### src/rtl/knn_pkg.sv
// Shared FSM state type and distance helper for the k-nearest-neighbour sequencer.
package knn_pkg;

    typedef enum logic [1:0] {
        IDLE = 2'd0,
        SCAN = 2'd1,
        DONE = 2'd2
    } knn_state_t;

    // Widest W the distance helper supports; callers zero-extend and truncate.
    localparam int KNN_MAX_W = 64;

    function automatic logic [KNN_MAX_W-1:0] abs_diff(
        input logic [KNN_MAX_W-1:0] a,
        input logic [KNN_MAX_W-1:0] b
    );
        return (a > b) ? (a - b) : (b - a);
    endfunction

endpackage

### src/rtl/knn_topk_insert.sv
// Combinational insertion of one (distance, word) pair into an ascending K-slot list.
module knn_topk_insert
    import knn_pkg::*;
#(
    parameter int W = 32,
    parameter int K = 2
) (
    input  logic [K-1:0][W-1:0] dist_in,
    input  logic [K-1:0][W-1:0] word_in,
    input  logic [K-1:0]        valid_in,
    input  logic [W-1:0]        new_dist,
    input  logic [W-1:0]        new_word,
    output logic [K-1:0][W-1:0] dist_out,
    output logic [K-1:0][W-1:0] word_out,
    output logic [K-1:0]        valid_out
);

    logic         placed;
    logic [W-1:0] carry_dist;
    logic [W-1:0] carry_word;
    logic         carry_valid;

    // Strict less-than keeps earlier equal-distance entries below the newcomer;
    // once placed, each following slot takes the displaced entry from the slot below.
    always_comb begin
        dist_out    = dist_in;
        word_out    = word_in;
        valid_out   = valid_in;
        placed      = 1'b0;
        carry_dist  = '0;
        carry_word  = '0;
        carry_valid = 1'b0;
        for (int i = 0; i < K; i++) begin
            if (placed) begin
                dist_out[i]  = carry_dist;
                word_out[i]  = carry_word;
                valid_out[i] = carry_valid;
                carry_dist   = dist_in[i];
                carry_word   = word_in[i];
                carry_valid  = valid_in[i];
            end else if (!valid_in[i] || (new_dist < dist_in[i])) begin
                dist_out[i]  = new_dist;
                word_out[i]  = new_word;
                valid_out[i] = 1'b1;
                carry_dist   = dist_in[i];
                carry_word   = word_in[i];
                carry_valid  = valid_in[i];
                placed       = 1'b1;
            end
        end
    end

endmodule

### src/rtl/knn_seq_ctrl.sv
// Streams N database words per query and reports the K nearest by absolute difference.
// Define KNN_DIST_OUT_EN to add the d_o port carrying the matching distances.
module knn_seq_ctrl
    import knn_pkg::*;
#(
    parameter int W = 32,
    parameter int K = 2,
    parameter int N = 4
) (
    input  logic           clk,
    input  logic           rst_n,
    input  logic           start,
    input  logic [W-1:0]   query,
    input  logic           db_valid,
    input  logic [W-1:0]   db_data,
    output logic           db_ready,
    output logic           busy,
    output logic           done,
    output logic [W*K-1:0] o
`ifdef KNN_DIST_OUT_EN
    ,
    output logic [W*K-1:0] d_o
`endif
);

    localparam int CW = (N > 1) ? $clog2(N) : 1;

    knn_state_t          state;
    logic [CW-1:0]       cnt;
    logic [W-1:0]        q_reg;
    logic [K-1:0][W-1:0] list_dist;
    logic [K-1:0][W-1:0] list_word;
    logic [K-1:0]        list_valid;

    logic [W-1:0]        beat_dist;
    logic [K-1:0][W-1:0] ins_dist;
    logic [K-1:0][W-1:0] ins_word;
    logic [K-1:0]        ins_valid;

    assign beat_dist = W'(abs_diff(KNN_MAX_W'(db_data), KNN_MAX_W'(q_reg)));

    knn_topk_insert #(
        .W(W),
        .K(K)
    ) u_insert (
        .dist_in  (list_dist),
        .word_in  (list_word),
        .valid_in (list_valid),
        .new_dist (beat_dist),
        .new_word (db_data),
        .dist_out (ins_dist),
        .word_out (ins_word),
        .valid_out(ins_valid)
    );

    // The result registers load from the insertion output on the last beat so the
    // final word is already included when DONE is entered.
    always_ff @(posedge clk or negedge rst_n) begin
        if (!rst_n) begin
            state      <= IDLE;
            cnt        <= '0;
            q_reg      <= '0;
            list_dist  <= '1;
            list_word  <= '0;
            list_valid <= '0;
            o          <= '0;
`ifdef KNN_DIST_OUT_EN
            d_o        <= '0;
`endif
            done       <= 1'b0;
            busy       <= 1'b0;
            db_ready   <= 1'b0;
        end else begin
            done <= 1'b0;
            case (state)
                IDLE: begin
                    if (start) begin
                        q_reg      <= query;
                        cnt        <= '0;
                        list_dist  <= '1;
                        list_valid <= '0;
                        state      <= SCAN;
                        busy       <= 1'b1;
                        db_ready   <= 1'b1;
                    end
                end
                SCAN: begin
                    if (db_valid && db_ready) begin
                        list_dist  <= ins_dist;
                        list_word  <= ins_word;
                        list_valid <= ins_valid;
                        if (cnt == CW'(N - 1)) begin
                            state    <= DONE;
                            db_ready <= 1'b0;
                            done     <= 1'b1;
                            o        <= ins_word;
`ifdef KNN_DIST_OUT_EN
                            d_o      <= ins_dist;
`endif
                        end else begin
                            cnt <= cnt + CW'(1);
                        end
                    end
                end
                DONE: begin
                    state <= IDLE;
                    busy  <= 1'b0;
                end
                default: begin
                    state    <= IDLE;
                    busy     <= 1'b0;
                    db_ready <= 1'b0;
                end
            endcase
        end
    end

endmodule

### config.mk
export PLATFORM = sky130hd
export DESIGN_NAME = knn_seq_ctrl
export DESIGN_NICKNAME = d
export VERILOG_FILES = /design/src/rtl/knn_pkg.sv /design/src/rtl/knn_topk_insert.sv /design/src/rtl/knn_seq_ctrl.sv
export SDC_FILE = /design/constraint.sdc
export NUM_CORES = 1
export LEC_CHECK = 0
export ABC_AREA = 1
export CORE_MARGIN = 4
export CORE_UTILIZATION = 40
export CTS_CLUSTER_SIZE = 20
export DETAILED_ROUTE_END_ITERATION = 10
export PLACE_DENSITY = 0.61
export SLEW_MARGIN = 15
export SYNTH_ARGS = -nofsm -noshare
export SYNTH_HDL_FRONTEND = slang
export SYNTH_SLANG_ARGS = --single-unit
### constraint.sdc
create_clock -name clk -period 5 [get_ports clk]
set_clock_uncertainty 0.2 [all_clocks]
set_input_delay 0.5 -clock clk [delete_from_list [all_inputs] [get_ports clk]]
set_output_delay 0.5 -clock clk [all_outputs]
set_load 0.03 [all_outputs]
==> implementation parameters <==
Parameter                              Value

Outcome
  Status    completed

Clocking
  Clock buffer depth    3
  Clock root buffer    sky130_fd_sc_hd__clkbuf_16
  TritonCTS clock tree    yes
  Clock transition at path regs    0.06 ns
  Number of H-tree levels    1
  Total clock sinks    approximately 230
  Number of buffers created by CTS    28
  Clock latency on the worst-skew pair    a little under 0.6 ns

Synth
  Largest cells by area after synthesis    sky130_fd_sc_hd__dfrtp_1 (25%), sky130_fd_sc_hd__nand2_1 (22%), sky130_fd_sc_hd__dfstp_2 (9.8%)
  Fraction of registers with async set/reset    1.00
  Warnings, synthesis    0
  Syn avg cell area    ~6.5 um^2
  Dominant synthesized flop cell    sky130_fd_sc_hd__dfrtp_1
  Cells after Synth    about 2.6k
  Post-synth EDFFs    0
  Portion of synthesized cell area occupied by the leading cell type    0.246
  Library cell with the largest summed area after synthesis    sky130_fd_sc_hd__dfrtp_1
  Unique masters post-synth    41
  Post-synthesis register bit count    233
  Mapped Area    0.0172 mm^2
  Sequential-to-total area share from yosys stat    0.343
  Net count of the mapped netlist    2830

Final layout
  Leading cell type in the layout, fill and taps excluded    sky130_fd_sc_hd__nand2_1
  Final design instance area without fill    between 0.02 and 0.025 mm^2
  Count of nets after finishing    3116
  Ratio of cells with drive above 1 in the final layout    0.132
  P&R area growth vs syn    25.0%
  Finished Core Util    0.509
  Count of inserted antenna diode cells    0
  Top library cells by usage in the layout, fill and taps aside    sky130_fd_sc_hd__nand2_1 (990), sky130_fd_sc_hd__inv_1 (394), sky130_fd_sc_hd__nand3_1 (278)
  Largest regs    list_dist: 64 flops, list_word: 64 flops, o: 64 flops

Timing
  Pins Over Slew Limit    0
  Slew at the pin closest to its max-slew limit    1.01 ns
  Worst-case headroom to the max-slew limit    0.326
  Achievable Freq    219 MHz
  Hold violation count in the final report    0
  Minimum clock period after layout    ~4.6 ns
  Final number of setup-violating endpoints    0
  RSZ-0062 raised after global routing    false
  Total negative slack for setup checks    0 ns
  Worst hold slack    0.267 ns
  Share of the clock period used by the worst path after layout    0.913

Routing
  Count of antenna-violating nets left after detailed routing    0
  Via Count    17.1k
  Wire length per cell    16.0 um
  Number of DRC markers in iteration 0    1291
  Residual DRC    0
  Wirelength, routed    around 56000 um
  Vias per cell    4.91
  Number of detailed-routing iterations run before antenna repair    6

Pwr
  Leakage Power    11.9 nW
  Switching power share of the total    0.298
  Internal power    3.36 mW
  Fraction of power consumed by combinational cells    0.199
  Max VDD drop    0.245 mV
  Clock power share    0.406
  Power density cells    223 mW/mm^2
  Flop pwr share    0.394
  Switching Power    about 1.4 mW

Floorplanning
  Top-level I/O count    135
  Count of standard-cell rows    75
  Die Footprint    0.0464 mm^2
  Die Height    approximately 220 um
  Chip width    215 um
  Effective utilization at floorplan    0.407
  Core region area    0.0422 mm^2

Global route
  First-pass GRT wire length    90800 um
  Number of antenna violations at the first check in global routing    0
  Pin count of the biggest net entering global routing    99
  Via count of the first global-routing pass    16.9k
  Total GRT Usage    0.239
  Total overflow reported by the global router    0

Critical path
  Setup crit start kind    input port
  Endpoint class of the critical path    flip-flop
  Maximum fanout count along the critical path    46
  Worst Setup EP    o[17]$_DFFE_PN0P_
  Terminus of the critical flop-to-flop path    o[17]$_DFFE_PN0P_
  Critical path origin    db_data[17]
  Required time of the critical path    about 5.2 ns
  Startpoint-to-endpoint class of the critical path    in2reg
  Max stage delay cell, worst path    sky130_fd_sc_hd__clkdlybuf4s50_1
  Worst reg2reg path depth    29
  Reg2Reg Launch Point    q_reg[17]$_DFFE_PN0P_
  Crit path top cell by count    sky130_fd_sc_hd__nand2_1
  Arrival time of data at the critical path endpoint    4.78 ns
  Critical path's largest stage delay    0.50 ns
  Setup slack of the most critical reg-to-reg path    roughly 0.55 ns

Placement
  Half-perimeter wire length after placement    43500 um
  Final Wtd Congestion    0.984
  Number of I/O port buffers    134
  Post-Place Cell Area    0.0206 mm^2

Hold path
  Hold Crit Class    in2async

Flow run
  Max Cap Violations    0
-- routing by layer --
layer / vias up / GRT usage / wire [um]
li1: 8728 / - / -
met1: 7830 / 0.349 / 27000
met2: 435 / 0.377 / 24500
met3: 76 / 0.0368 / 2970
met4: 0 / 0.0515 / 1280
met5: - / 0 / 0
-- critical path, delay by kind of cell --
kind	cells	cell delay, ns
AO/OA/AOI/OAI	5	0.64
adder cells (fa/ha/maj)	2	0.74
buffers and inverters	8	1.36
AND/OR/NAND/NOR	16	1.50
-- cell usage after synthesis (all sizes together), types with 20 or more instances --
library cell,number
a21oi,127
buf,48
clkbuf,52
dfrtp,169
dfstp,64
ha,126
inv,407
nand2,1014
nand3,279
nand4,20
nor2,152
o21ai,121
xor2,22
-- logic make-up (layout without fill, tap and decap cells) --
logic type                 Yosys count  in the layout  share of synthesized area
and+or+nand+nor                   1482           1482                      0.357
AOI/OAI and AO/OA                  259            259                     0.0778
xor gates and xnor gates            22             22                     0.0112
muxes                                1              1                   0.000654
buffers and inverters              509            815                      0.116
adders and majority gates          128            128                     0.0939
DFF                                233            233                      0.343
-- cell type report --
type                            count  area (um^2)
Clock inverter                     11          110
Sequential cell                   233         5910
Fill cell                        4306        20700
Timing Repair Buffer              356         3190
Clock buffer                       39          752
Multi-Input combinational cell   1892         9320
Tap cell                          539          674
Inverter                          409         1540
-- through the flow --
| stage | cells | setup slack [ns] | total power, mW |
|---|---|---|---|
| 2_1_floorplan | 2634 | 0.836 | 2.43 |
| 5_1_grt | 3479 | 0.0105 | 5.03 |
| 3_3_place_gp | 3428 | -0.197 | 2.86 |
| 4_1_cts | 3479 | 0.396 | 4.83 |
| 6_report | 3479 | 0.434 | 4.79 |
| 3_5_place_dp | 3428 | -0.201 | 2.87 |
-- how the worst min path moves through the flow --
stage	slack, ns	end	cells past startpoint
6_report	0.27	list_word[36]$_DFFE_PN0P_	2
5_1_grt	0.28	list_word[35]$_DFFE_PN0P_	2
4_1_cts	0.27	q_reg[5]$_DFFE_PN0P_	2
3_5_place_dp	0.27	o[40]$_DFFE_PN0P_	2
3_3_place_gp	0.26	list_word[36]$_DFFE_PN0P_	2
2_1_floorplan	0.004	busy$_DFFE_PN0P_	0
-- power groups by stage --
| stage | Combinational [mW] | Clock [mW] | Sequential, mW |
|---|---|---|---|
| finish | 0.954 | 1.95 | 1.89 |
| global route | 1.07 | 2.07 | 1.89 |
| CTS | 0.951 | 1.99 | 1.89 |
| detailed placement | 0.947 | 0 | 1.92 |
| global placement | 0.938 | 0 | 1.92 |
| floorplan | 0.505 | 0 | 1.92 |
-- timing repair --
action                                 in CTS  in global routing
setup endpoints to repair                   0                 44
resized for setup                           0                  4
hold buffers                                1                  0
endpoints found under the hold margin      19                  0
setup buffers                               0                  0
Power figures use the tool's default switching activity.
